[src/rtl/consumer_pkg.sv]
// consumer_pkg: shared state encoding and widths for the fifo_consumer slice
package consumer_pkg;
    typedef enum logic {IDLE, CAPTURE} cons_state_e;
    localparam int DEFAULT_DATA_WIDTH = 32;
    localparam int RD_CNT_W = 16;
endpackage

[src/rtl/consumer_rise_det.sv]
// consumer_rise_det: registers rd_req and flags its 0->1 transition
module consumer_rise_det (
    input  logic r_clk,
    input  logic rrst,
    input  logic rd_req,
    output logic req_rise
);
    logic rd_req_q;
    logic rd_req_d;
    always_comb begin
        rd_req_d = rd_req;
        req_rise = rd_req & ~rd_req_q;
    end
    always_ff @(posedge r_clk or negedge rrst) begin
        if (!rrst) rd_req_q <= 1'b0;
        else       rd_req_q <= rd_req_d;
    end
endmodule

[src/rtl/fifo_consumer.sv]
// fifo_consumer: one FIFO pop per rd_req rise, captures read data a cycle later; CONSUMER_RD_CNT_EN adds rd_cnt
module fifo_consumer
    import consumer_pkg::*;
#(
    parameter int DATA_WIDTH = DEFAULT_DATA_WIDTH
) (
    input  logic                  r_clk,
    input  logic                  rrst,
    input  logic                  rd_req,
    input  logic [DATA_WIDTH-1:0] mem_data_out,
    input  logic                  f_empty,
    output logic                  r_en,
`ifdef CONSUMER_RD_CNT_EN
    output logic [RD_CNT_W-1:0]   rd_cnt,
`endif
    output logic [DATA_WIDTH-1:0] data_out
);
    cons_state_e           state_q, state_d;
    logic                  pend_q, pend_d;
    logic [DATA_WIDTH-1:0] data_out_q, data_out_d;
    logic                  req_rise;

    consumer_rise_det u_rise (
        .r_clk    (r_clk),
        .rrst     (rrst),
        .rd_req   (rd_req),
        .req_rise (req_rise)
    );

    always_comb begin
        r_en       = (state_q == IDLE) & pend_q & ~f_empty;
        pend_d     = req_rise | (pend_q & ~r_en);
        state_d    = r_en ? CAPTURE : IDLE;
        data_out_d = (state_q == CAPTURE) ? mem_data_out : data_out_q;
    end

    always_ff @(posedge r_clk or negedge rrst) begin
        if (!rrst) begin
            state_q    <= IDLE;
            pend_q     <= 1'b0;
            data_out_q <= '0;
        end else begin
            state_q    <= state_d;
            pend_q     <= pend_d;
            data_out_q <= data_out_d;
        end
    end

    assign data_out = data_out_q;

`ifdef CONSUMER_RD_CNT_EN
    logic [RD_CNT_W-1:0] rd_cnt_q, rd_cnt_d;
    always_comb rd_cnt_d = rd_cnt_q + RD_CNT_W'(state_q == CAPTURE);
    always_ff @(posedge r_clk or negedge rrst) begin
        if (!rrst) rd_cnt_q <= '0;
        else       rd_cnt_q <= rd_cnt_d;
    end
    assign rd_cnt = rd_cnt_q;
`endif
endmodule

[config.mk]
export PLATFORM = sky130hd
export DESIGN_NAME = fifo_consumer
export DESIGN_NICKNAME = d
export VERILOG_FILES = /design/src/rtl/consumer_pkg.sv /design/src/rtl/consumer_rise_det.sv /design/src/rtl/fifo_consumer.sv
export SDC_FILE = /design/constraint.sdc
export NUM_CORES = 1
export LEC_CHECK = 0
export CAP_MARGIN = 15
export CORE_MARGIN = 2
export CORE_UTILIZATION = 36
export DETAILED_ROUTE_END_ITERATION = 8
export GPL_ROUTABILITY_DRIVEN = 0
export PLACE_DENSITY = 0.74
export SETUP_SLACK_MARGIN = 0.02
export SYNTH_ARGS = -nofsm -noshare
export SYNTH_HDL_FRONTEND = slang
export SYNTH_HIERARCHICAL = 1
export SYNTH_SLANG_ARGS = --single-unit
[constraint.sdc]
create_clock -name r_clk -period 1.2 [get_ports r_clk]
set_clock_uncertainty 0.1 [all_clocks]
set_input_delay 0.3 -clock r_clk [delete_from_list [all_inputs] [get_ports r_clk]]
set_output_delay 0.3 -clock r_clk [all_outputs]
set_load 0.05 [all_outputs]
==> impl_metrics.prom, run 1 <==
# TYPE chip_impl_metric gauge
chip_impl_metric{name="path_depth",unit=""} 2
chip_impl_metric{name="ys.warnings.count",unit=""} 6
chip_impl_metric{name="synth_cell_type_count",unit=""} 9
chip_impl_metric{name="io_pins",unit=""} 69
chip_impl_metric{name="floorplan.initialDensity",unit="%"} 36.75
chip_impl_metric{name="nFillCells",unit=""} 242
chip_impl_metric{name="detail_route.wl_per_cell",unit="microns"} 16.32
chip_impl_metric{name="vias",unit=""} 992
chip_impl_metric{name="worstMarginPinSlew",unit="ps"} 214.3
chip_impl_metric{name="area_share_of_and_or_nand_nor_cells_after_synthesis",unit="%"} 1.900
chip_impl_metric{name="synth_fa_ha_area_share",unit="%"} 0
chip_impl_info{name="min-delay-path-class",value="primary input to flip-flop"} 1
chip_impl_info{name="root_buffer_cell",value="clkbuf_8"} 1
chip_impl_metric{name="std_cell_rows",unit=""} 23
chip_impl_metric{name="cellLeakagePower",unit="nW"} 1.318
chip_impl_metric{name="drc_errors",unit=""} 0
chip_impl_metric{name="syn_area",unit="sq um"} 1449
chip_impl_metric{name="netlist_instances",unit=""} 75
chip_impl_metric{name="synth.top_cell.area_share",unit="%"} 60.45
chip_impl_metric{name="xor_xnor_share_of_the_synthesized_area",unit="%"} 0
chip_impl_info{name="synth_top_family_by_area",value="multiplexers"} 1
chip_impl_metric{name="post_route_cells_drive_above_1_share",unit="%"} 59.77
chip_impl_metric{name="maxSlewViolCount",unit=""} 0
chip_impl_metric{name="worst_path_maximum_fanout",unit=""} 2
chip_impl_info{name="crit_path_start_kind",value="flip-flop"} 1
chip_impl_metric{name="syn-num-nets",unit=""} 111
chip_impl_metric{name="power_per_cell_area",unit="nW/um^2"} 2071
chip_impl_metric{name="grt_start_max_net_pins",unit=""} 36
chip_impl_info{name="failed_checks",value="negative setup slack"} 1
chip_impl_info{name="crit_family",value="flip-flops"} 1
chip_impl_info{name="crit_chain",value="nor3b_4 -> buf_12"} 1
chip_impl_info{name="synth.top_cells.by_area",value="dfrtp_1 60%, mux2_4 30%, buf_12 4.1%, mux2_2 2.3%, nor2b_4 0.95%"} 1
chip_impl_metric{name="grt_pass1_wl",unit="microns"} 5561
chip_impl_metric{name="drt_iter0_drc",unit=""} 21
chip_impl_metric{name="final.period_utilization",unit="%"} 126.0
chip_impl_metric{name="worst_skew_pair.late_latency",unit="ps"} 280
chip_impl_info{name="synth_area_leader_cell",value="dfrtp_1"} 1
chip_impl_metric{name="critical-path-max-stage-delay",unit="ps"} 420
chip_impl_metric{name="detail_route.wirelength",unit="microns"} 3655
chip_impl_metric{name="synthMuxAreaShare",unit="%"} 32.38
chip_impl_metric{name="min_path_cells",unit=""} 2
chip_impl_metric{name="overflow",unit=""} 0
chip_impl_metric{name="critPathArrivalTime",unit="ps"} 1110
chip_impl_metric{name="post-route-worst-setup-slack",unit="ps"} -311.9
chip_impl_metric{name="antenna_found_initial",unit=""} 0
chip_impl_metric{name="htree_num_levels",unit=""} 2
chip_impl_metric{name="final_worst_path_period_need",unit="ps"} 1512
chip_impl_metric{name="drv.max_cap_violation_count",unit=""} 0
chip_impl_metric{name="synth-compound-area-share",unit="%"} 0.3454
chip_impl_metric{name="crit_buf_inv",unit=""} 1
chip_impl_metric{name="fp.coreArea",unit="sq um"} 3943
chip_impl_metric{name="diodes_inserted",unit=""} 0
chip_impl_metric{name="timing.final.setup_violations",unit=""} 66
chip_impl_metric{name="number_of_buffers_created_by_cts",unit=""} 5
chip_impl_metric{name="clock_tree.buffer_depth",unit=""} 2
chip_impl_metric{name="setup_tns_final",unit="ps"} -7325
chip_impl_metric{name="hold_viol",unit=""} 0
chip_impl_metric{name="grt.total_usage",unit="%"} 17.25
chip_impl_metric{name="grt_pass1_vias",unit=""} 1098
chip_impl_metric{name="hpwlAfterDp",unit="microns"} 2332
chip_impl_metric{name="timing.max_slew.rel_slack",unit="%"} 85.70
chip_impl_info{name="tritoncts_clock_tree",value="done"} 1
chip_impl_metric{name="clk_pin_slew",unit="ps"} 70
chip_impl_metric{name="viasPerCell",unit=""} 4.429
chip_impl_metric{name="finalHoldWorstSlack",unit="ps"} 307.2
chip_impl_metric{name="max-vdd-ir-drop",unit="mV"} 1.151
chip_impl_metric{name="dr.pass1.iters",unit=""} 3
chip_impl_info{name="worstSetupEndpointType",value="output port"} 1
chip_impl_info{name="critPathKind",value="flip-flop to output port"} 1
chip_impl_metric{name="postSynthRegisterBits",unit=""} 35
chip_impl_metric{name="die_w",unit="microns"} 67.44
chip_impl_metric{name="required",unit="ps"} 800
chip_impl_metric{name="cts_sinks",unit=""} 35
chip_impl_info{name="crit_slowest_cell",value="dfrtp_2"} 1
chip_impl_metric{name="max_clock_freq",unit="MHz"} 661.4
chip_impl_metric{name="area_delta_synth_final",unit="%"} 98.45
chip_impl_info{name="setup_repair_after_global_routing_missed_its_margin",value="yes"} 1
chip_impl_metric{name="register_area_share_after_synthesis",unit="%"} 60.45
chip_impl_metric{name="worstRegToRegCells",unit=""} 4
chip_impl_metric{name="die_y",unit="microns"} 67.44
chip_impl_metric{name="placement.cell_area",unit="sq um"} 2506
chip_impl_metric{name="mean_cell_area_of_the_mapped_netlist",unit="sq um"} 19.32
chip_impl_metric{name="finalCoreUtilization",unit="%"} 72.93
chip_impl_metric{name="num-nets-final",unit=""} 209
chip_impl_metric{name="drtAntennaViolNets",unit=""} 0
chip_impl_metric{name="die-area",unit="sq um"} 4548
chip_impl_metric{name="io_buffer_count",unit=""} 68
chip_impl_info{name="result_of_the_run",value="finished, violations left"} 1
chip_impl_metric{name="final_cell_area",unit="sq um"} 2875
-- per-layer routing --
layer	vias to the layer above	part of all wire [%]	global-route usage, %
met4	0	1.4	7.653
li1	454	-	-
met3	5	5.8	5.667
met1	496	37	20.09
met5	-	0	0
met2	37	56	28.96
-- area by class of cell --
| cell class | count | area [sq um] | share of cell area [%] |
|---|---|---|---|
| Sequential cell | 35 | 877.1 | 30.50 |
| Clock inverter | 3 | 15.01 | 0.5222 |
| Multi-Input combinational cell | 36 | 516.7 | 17.97 |
| Tap cell | 50 | 62.56 | 2.176 |
| Clock buffer | 5 | 68.82 | 2.393 |
| Timing Repair Buffer | 95 | 1335 | 46.43 |
-- timing repair --
item	4_1_cts	5_1_grt
hold buffers	1	0
gates cloned	2	2
pin swaps	1	2
endpoints found under the setup margin	47	66
gates resized for setup	4	7
setup buffers	7	12
endpoints found under the hold margin	35	0
-- metrics by stage --
| step | power (mW) | std cells | setup WS [ps] |
|---|---|---|---|
| 3_3_place_gp | 4.798 | 192 | -384.6 |
| 5_1_grt | 6.194 | 224 | -356.5 |
| 3_5_place_dp | 4.841 | 192 | -415.2 |
| 6_report | 5.956 | 224 | -311.9 |
| 4_1_cts | 5.818 | 210 | -347.9 |
| 2_1_floorplan | 3.226 | 75 | -331.7 |
-- Yosys cell counts --
library cell and n:
buf_12 3, buf_6 1, dfrtp_1 35, mux2_2 3, mux2_4 29, nand2b_1 1, nor2b_4 1, nor3b_1 1
o21ai_0 1
-- cell usage in the layout, fill, tap and decap left out, drive strengths merged --
cell	instances
buf	58
dfrtp	35
dlygate4sd3	1
clkbuf	7
nor3b	1
clkdlybuf4s50	33
nand2b	1
clkinv	3
nor2b	1
mux2	32
dlygate4sd2	1
o21ai	1
-- final timing paths --
kind | startpoint | slack [ps] | to
min | f_empty | 310 | state_q
max in group asynchronous | rrst | 420 | state_q
max reg2reg | state_q | -180 | data_out[23]
min reg2reg | state_q | 370 | state_q
min in group asynchronous | rrst | 400 | data_out[15]
max | state_q | -310 | r_en
-- report_power, final --
| group | internal [mW] | leakage, nW | total, mW | switching [mW] |
|---|---|---|---|---|
| registers | 1.48 | 0.411 | 1.82 | 0.342 |
| clock network | 0.397 | 0.0477 | 0.814 | 0.418 |
| logic | 1.87 | 0.859 | 3.32 | 1.45 |
-- flip-flops by register name (all words and copies together), names as in the netlist --
name             count
data_out            32
pend_q               1
u_rise/rd_req_q      1
state_q              1
-- logic make-up (layout without fill, tap and decap cells) --
logic type | count (synthesis) | count (layout)
compound gates | 1 | 1
buf+inv | 4 | 103
flops | 35 | 35
mux | 32 | 32
simple gates | 3 | 3
No activity file was read; power rests on OpenSTA's default activity.
==> run 2, diff against run 1 <==
--- a/config.mk
+++ b/config.mk
@@ -6,12 +6,14 @@
 export NUM_CORES = 1
 export LEC_CHECK = 0
 export CAP_MARGIN = 15
+export CORE_ASPECT_RATIO = 1.25
 export CORE_MARGIN = 2
 export CORE_UTILIZATION = 36
 export DETAILED_ROUTE_END_ITERATION = 8
 export GPL_ROUTABILITY_DRIVEN = 0
 export PLACE_DENSITY = 0.74
 export SETUP_SLACK_MARGIN = 0.02
+export SKIP_LAST_GASP = 1
 export SYNTH_ARGS = -nofsm -noshare
 export SYNTH_HDL_FRONTEND = slang
 export SYNTH_HIERARCHICAL = 1
==> impl_metrics.prom, run 2 (synthesis gave the netlist of run 1 again) <==
# TYPE chip_impl_metric gauge
chip_impl_metric{name="design_power_total",unit="mW"} 6.410
chip_impl_metric{name="die_w",unit="microns"} 60.74
chip_impl_metric{name="floorplan.initialDensity",unit="%"} 37.97
chip_impl_metric{name="drtAntennaViolNets",unit=""} 0
chip_impl_metric{name="vias",unit=""} 1008
chip_impl_info{name="setup_repair_after_global_routing_missed_its_margin",value="yes"} 1
chip_impl_metric{name="finalHoldWorstSlack",unit="ps"} 276.4
chip_impl_metric{name="drv.max_cap_violation_count",unit=""} 0
chip_impl_metric{name="crit_buf_inv",unit=""} 1
chip_impl_metric{name="maxSlewViolCount",unit=""} 0
chip_impl_metric{name="num-nets-final",unit=""} 210
chip_impl_metric{name="global_route_met3_utilization",unit="%"} 5.326
chip_impl_metric{name="cellLeakagePower",unit="nW"} 1.340
chip_impl_metric{name="drc_errors",unit=""} 0
chip_impl_metric{name="clk_pin_slew",unit="ps"} 80
chip_impl_info{name="crit_slowest_cell",value="dfrtp_2"} 1
chip_impl_info{name="crit_chain",value="nor3b_4 -> buf_12"} 1
chip_impl_metric{name="part_of_the_power_in_combinational_logic",unit="%"} 52.0
chip_impl_metric{name="worst_skew_pair.late_latency",unit="ps"} 280
chip_impl_metric{name="power_per_cell_area",unit="nW/um^2"} 2182
chip_impl_info{name="most_frequent_cells_in_the_layout",value="35 x buf_12, 34 x dfrtp_1, 34 x clkdlybuf4s50_1"} 1
chip_impl_metric{name="grt_util_met1",unit="%"} 18.53
chip_impl_metric{name="viasPerCell",unit=""} 4.402
chip_impl_metric{name="max_clock_freq",unit="MHz"} 654.4
chip_impl_info{name="crit_family",value="flip-flops"} 1
chip_impl_metric{name="area_delta_synth_final",unit="%"} 102.8
chip_impl_metric{name="dr.pass1.iters",unit=""} 3
chip_impl_metric{name="final_cell_area",unit="sq um"} 2938
chip_impl_metric{name="diodes_inserted",unit=""} 0
chip_impl_info{name="worstSetupEndpointType",value="output port"} 1
chip_impl_metric{name="dpl.cell_count",unit=""} 196
chip_impl_metric{name="grt_pass1_wl",unit="microns"} 5547
chip_impl_metric{name="htree_num_levels",unit=""} 2
chip_impl_metric{name="worstRegToRegCells",unit=""} 4
chip_impl_metric{name="drt_iter0_drc",unit=""} 9
chip_impl_metric{name="largest_register_ffs",unit=""} 32
chip_impl_metric{name="detail_route.wirelength",unit="microns"} 3742
chip_impl_metric{name="hold_viol",unit=""} 0
chip_impl_metric{name="io_pins",unit=""} 69
chip_impl_info{name="min-delay-path-class",value="primary input to async pin"} 1
chip_impl_metric{name="share_seq_of_total_power",unit="%"} 28.3
chip_impl_metric{name="cts_sinks",unit=""} 35
chip_impl_metric{name="io_buffer_count",unit=""} 68
chip_impl_metric{name="detail_route.wl_per_cell",unit="microns"} 16.34
chip_impl_metric{name="die_y",unit="microns"} 74.93
chip_impl_metric{name="grt.total_usage",unit="%"} 17.39
chip_impl_metric{name="timing.final.setup_violations",unit=""} 66
chip_impl_metric{name="number_of_buffers_created_by_cts",unit=""} 5
chip_impl_metric{name="groute.layer.met2.usage",unit="%"} 31.30
chip_impl_metric{name="max-vdd-ir-drop",unit="mV"} 1.261
chip_impl_metric{name="fp.coreArea",unit="sq um"} 3816
chip_impl_metric{name="critPathArrivalTime",unit="ps"} 1130
chip_impl_info{name="critPathKind",value="flip-flop to output port"} 1
chip_impl_metric{name="required",unit="ps"} 800
chip_impl_metric{name="post_route_cells_drive_above_1_share",unit="%"} 60.00
chip_impl_metric{name="hpwlAfterDp",unit="microns"} 2437
chip_impl_info{name="timing.rr.start",value="state_q"} 1
chip_impl_metric{name="placement.cell_area",unit="sq um"} 2516
chip_impl_info{name="grt-busiest-layer",value="met2"} 1
chip_impl_metric{name="final_cell_count_no_fill",unit=""} 229
chip_impl_metric{name="r2r_setup_slack",unit="ps"} -180
chip_impl_metric{name="clock_tree.buffer_depth",unit=""} 2
chip_impl_info{name="failed_checks",value="negative setup slack"} 1
chip_impl_info{name="tritoncts_clock_tree",value="done"} 1
chip_impl_metric{name="clk_pwr_share",unit="%"} 19.7
chip_impl_metric{name="post-route-worst-setup-slack",unit="ps"} -328.1
chip_impl_metric{name="antenna_found_initial",unit=""} 0
chip_impl_metric{name="netSwitchingFraction",unit="%"} 34.73
chip_impl_metric{name="p_int",unit="mW"} 4.184
chip_impl_metric{name="timing.max_slew.rel_slack",unit="%"} 84.70
chip_impl_info{name="root_buffer_cell",value="clkbuf_8"} 1
chip_impl_metric{name="critical-path-max-stage-delay",unit="ps"} 420
chip_impl_metric{name="final.period_utilization",unit="%"} 127.3
chip_impl_metric{name="nFillCells",unit=""} 242
chip_impl_metric{name="switchingPower",unit="mW"} 2.226
chip_impl_info{name="reg2reg_to",value="data_out[6]"} 1
chip_impl_info{name="result_of_the_run",value="finished, violations left"} 1
chip_impl_metric{name="worst_path_maximum_fanout",unit=""} 2
chip_impl_metric{name="final_worst_path_period_need",unit="ps"} 1528
chip_impl_metric{name="die-area",unit="sq um"} 4551
chip_impl_info{name="final_common_cell",value="buf_12"} 1
chip_impl_metric{name="grt_start_max_net_pins",unit=""} 24
chip_impl_metric{name="overflow",unit=""} 0
chip_impl_metric{name="grt_pass1_vias",unit=""} 1114
chip_impl_metric{name="worstMarginPinSlew",unit="ps"} 229.3
chip_impl_info{name="crit_path_start_kind",value="flip-flop"} 1
chip_impl_metric{name="std_cell_rows",unit=""} 25
run 2: repair_timing:
item | 4_1_cts | 5_1_grt
endpoints found under the setup margin | 65 | 66
resized for setup | 3 | 6
hold buffers | 0 | 0
gates cloned | 2 | 2
pin swaps | 1 | 1
buffers inserted | 12 | 9
run 2: area by class of cell:
type	count	area [sq um]	area share, %
Clock buffer	5	68.82	2.342
Tap cell	54	67.56	2.300
Clock inverter	3	67.56	2.300
Timing Repair Buffer	96	1340	45.61
Sequential cell	35	877.1	29.86
Multi-Input combinational cell	36	516.7	17.59
run 2: stage by stage:
step           setup TNS (ps)  worst slack (ps)  utilization (%)
3_3_place_gp           -509.0            -380.2            65.93
6_report                -7540            -328.1            76.98
3_5_place_dp           -904.0            -416.1            65.93
2_1_floorplan          -542.7            -331.7                -
5_1_grt                 -9195            -353.8            76.98
4_1_cts                 -5933            -357.7            73.61
run 2: worst max-delay path by stage:
stage	startpoint	to	cells past startpoint
after floorplan	state_q	r_en	3
after global placement	f_empty	r_en	3
after detailed placement	f_empty	r_en	3
after CTS	state_q	r_en	2
after global routing	state_q	r_en	2
final	state_q	r_en	2
run 2: power groups by stage:
stage               clock, mW  combinational [mW]  sequential, mW
floorplan                   0               0.539            2.69
global placement            0                2.98            1.82
global route             1.34                3.45            1.85
CTS                      1.30                3.22            1.81
finish                   1.27                3.33            1.81
detailed placement          0                3.01            1.84
run 2: layer usage:
metal  up-vias  routed length, microns
li1        460                       -
met3         7                     219
met4         0                      63
met2        40                    2109
met1       501                    1350
met5         -                       0
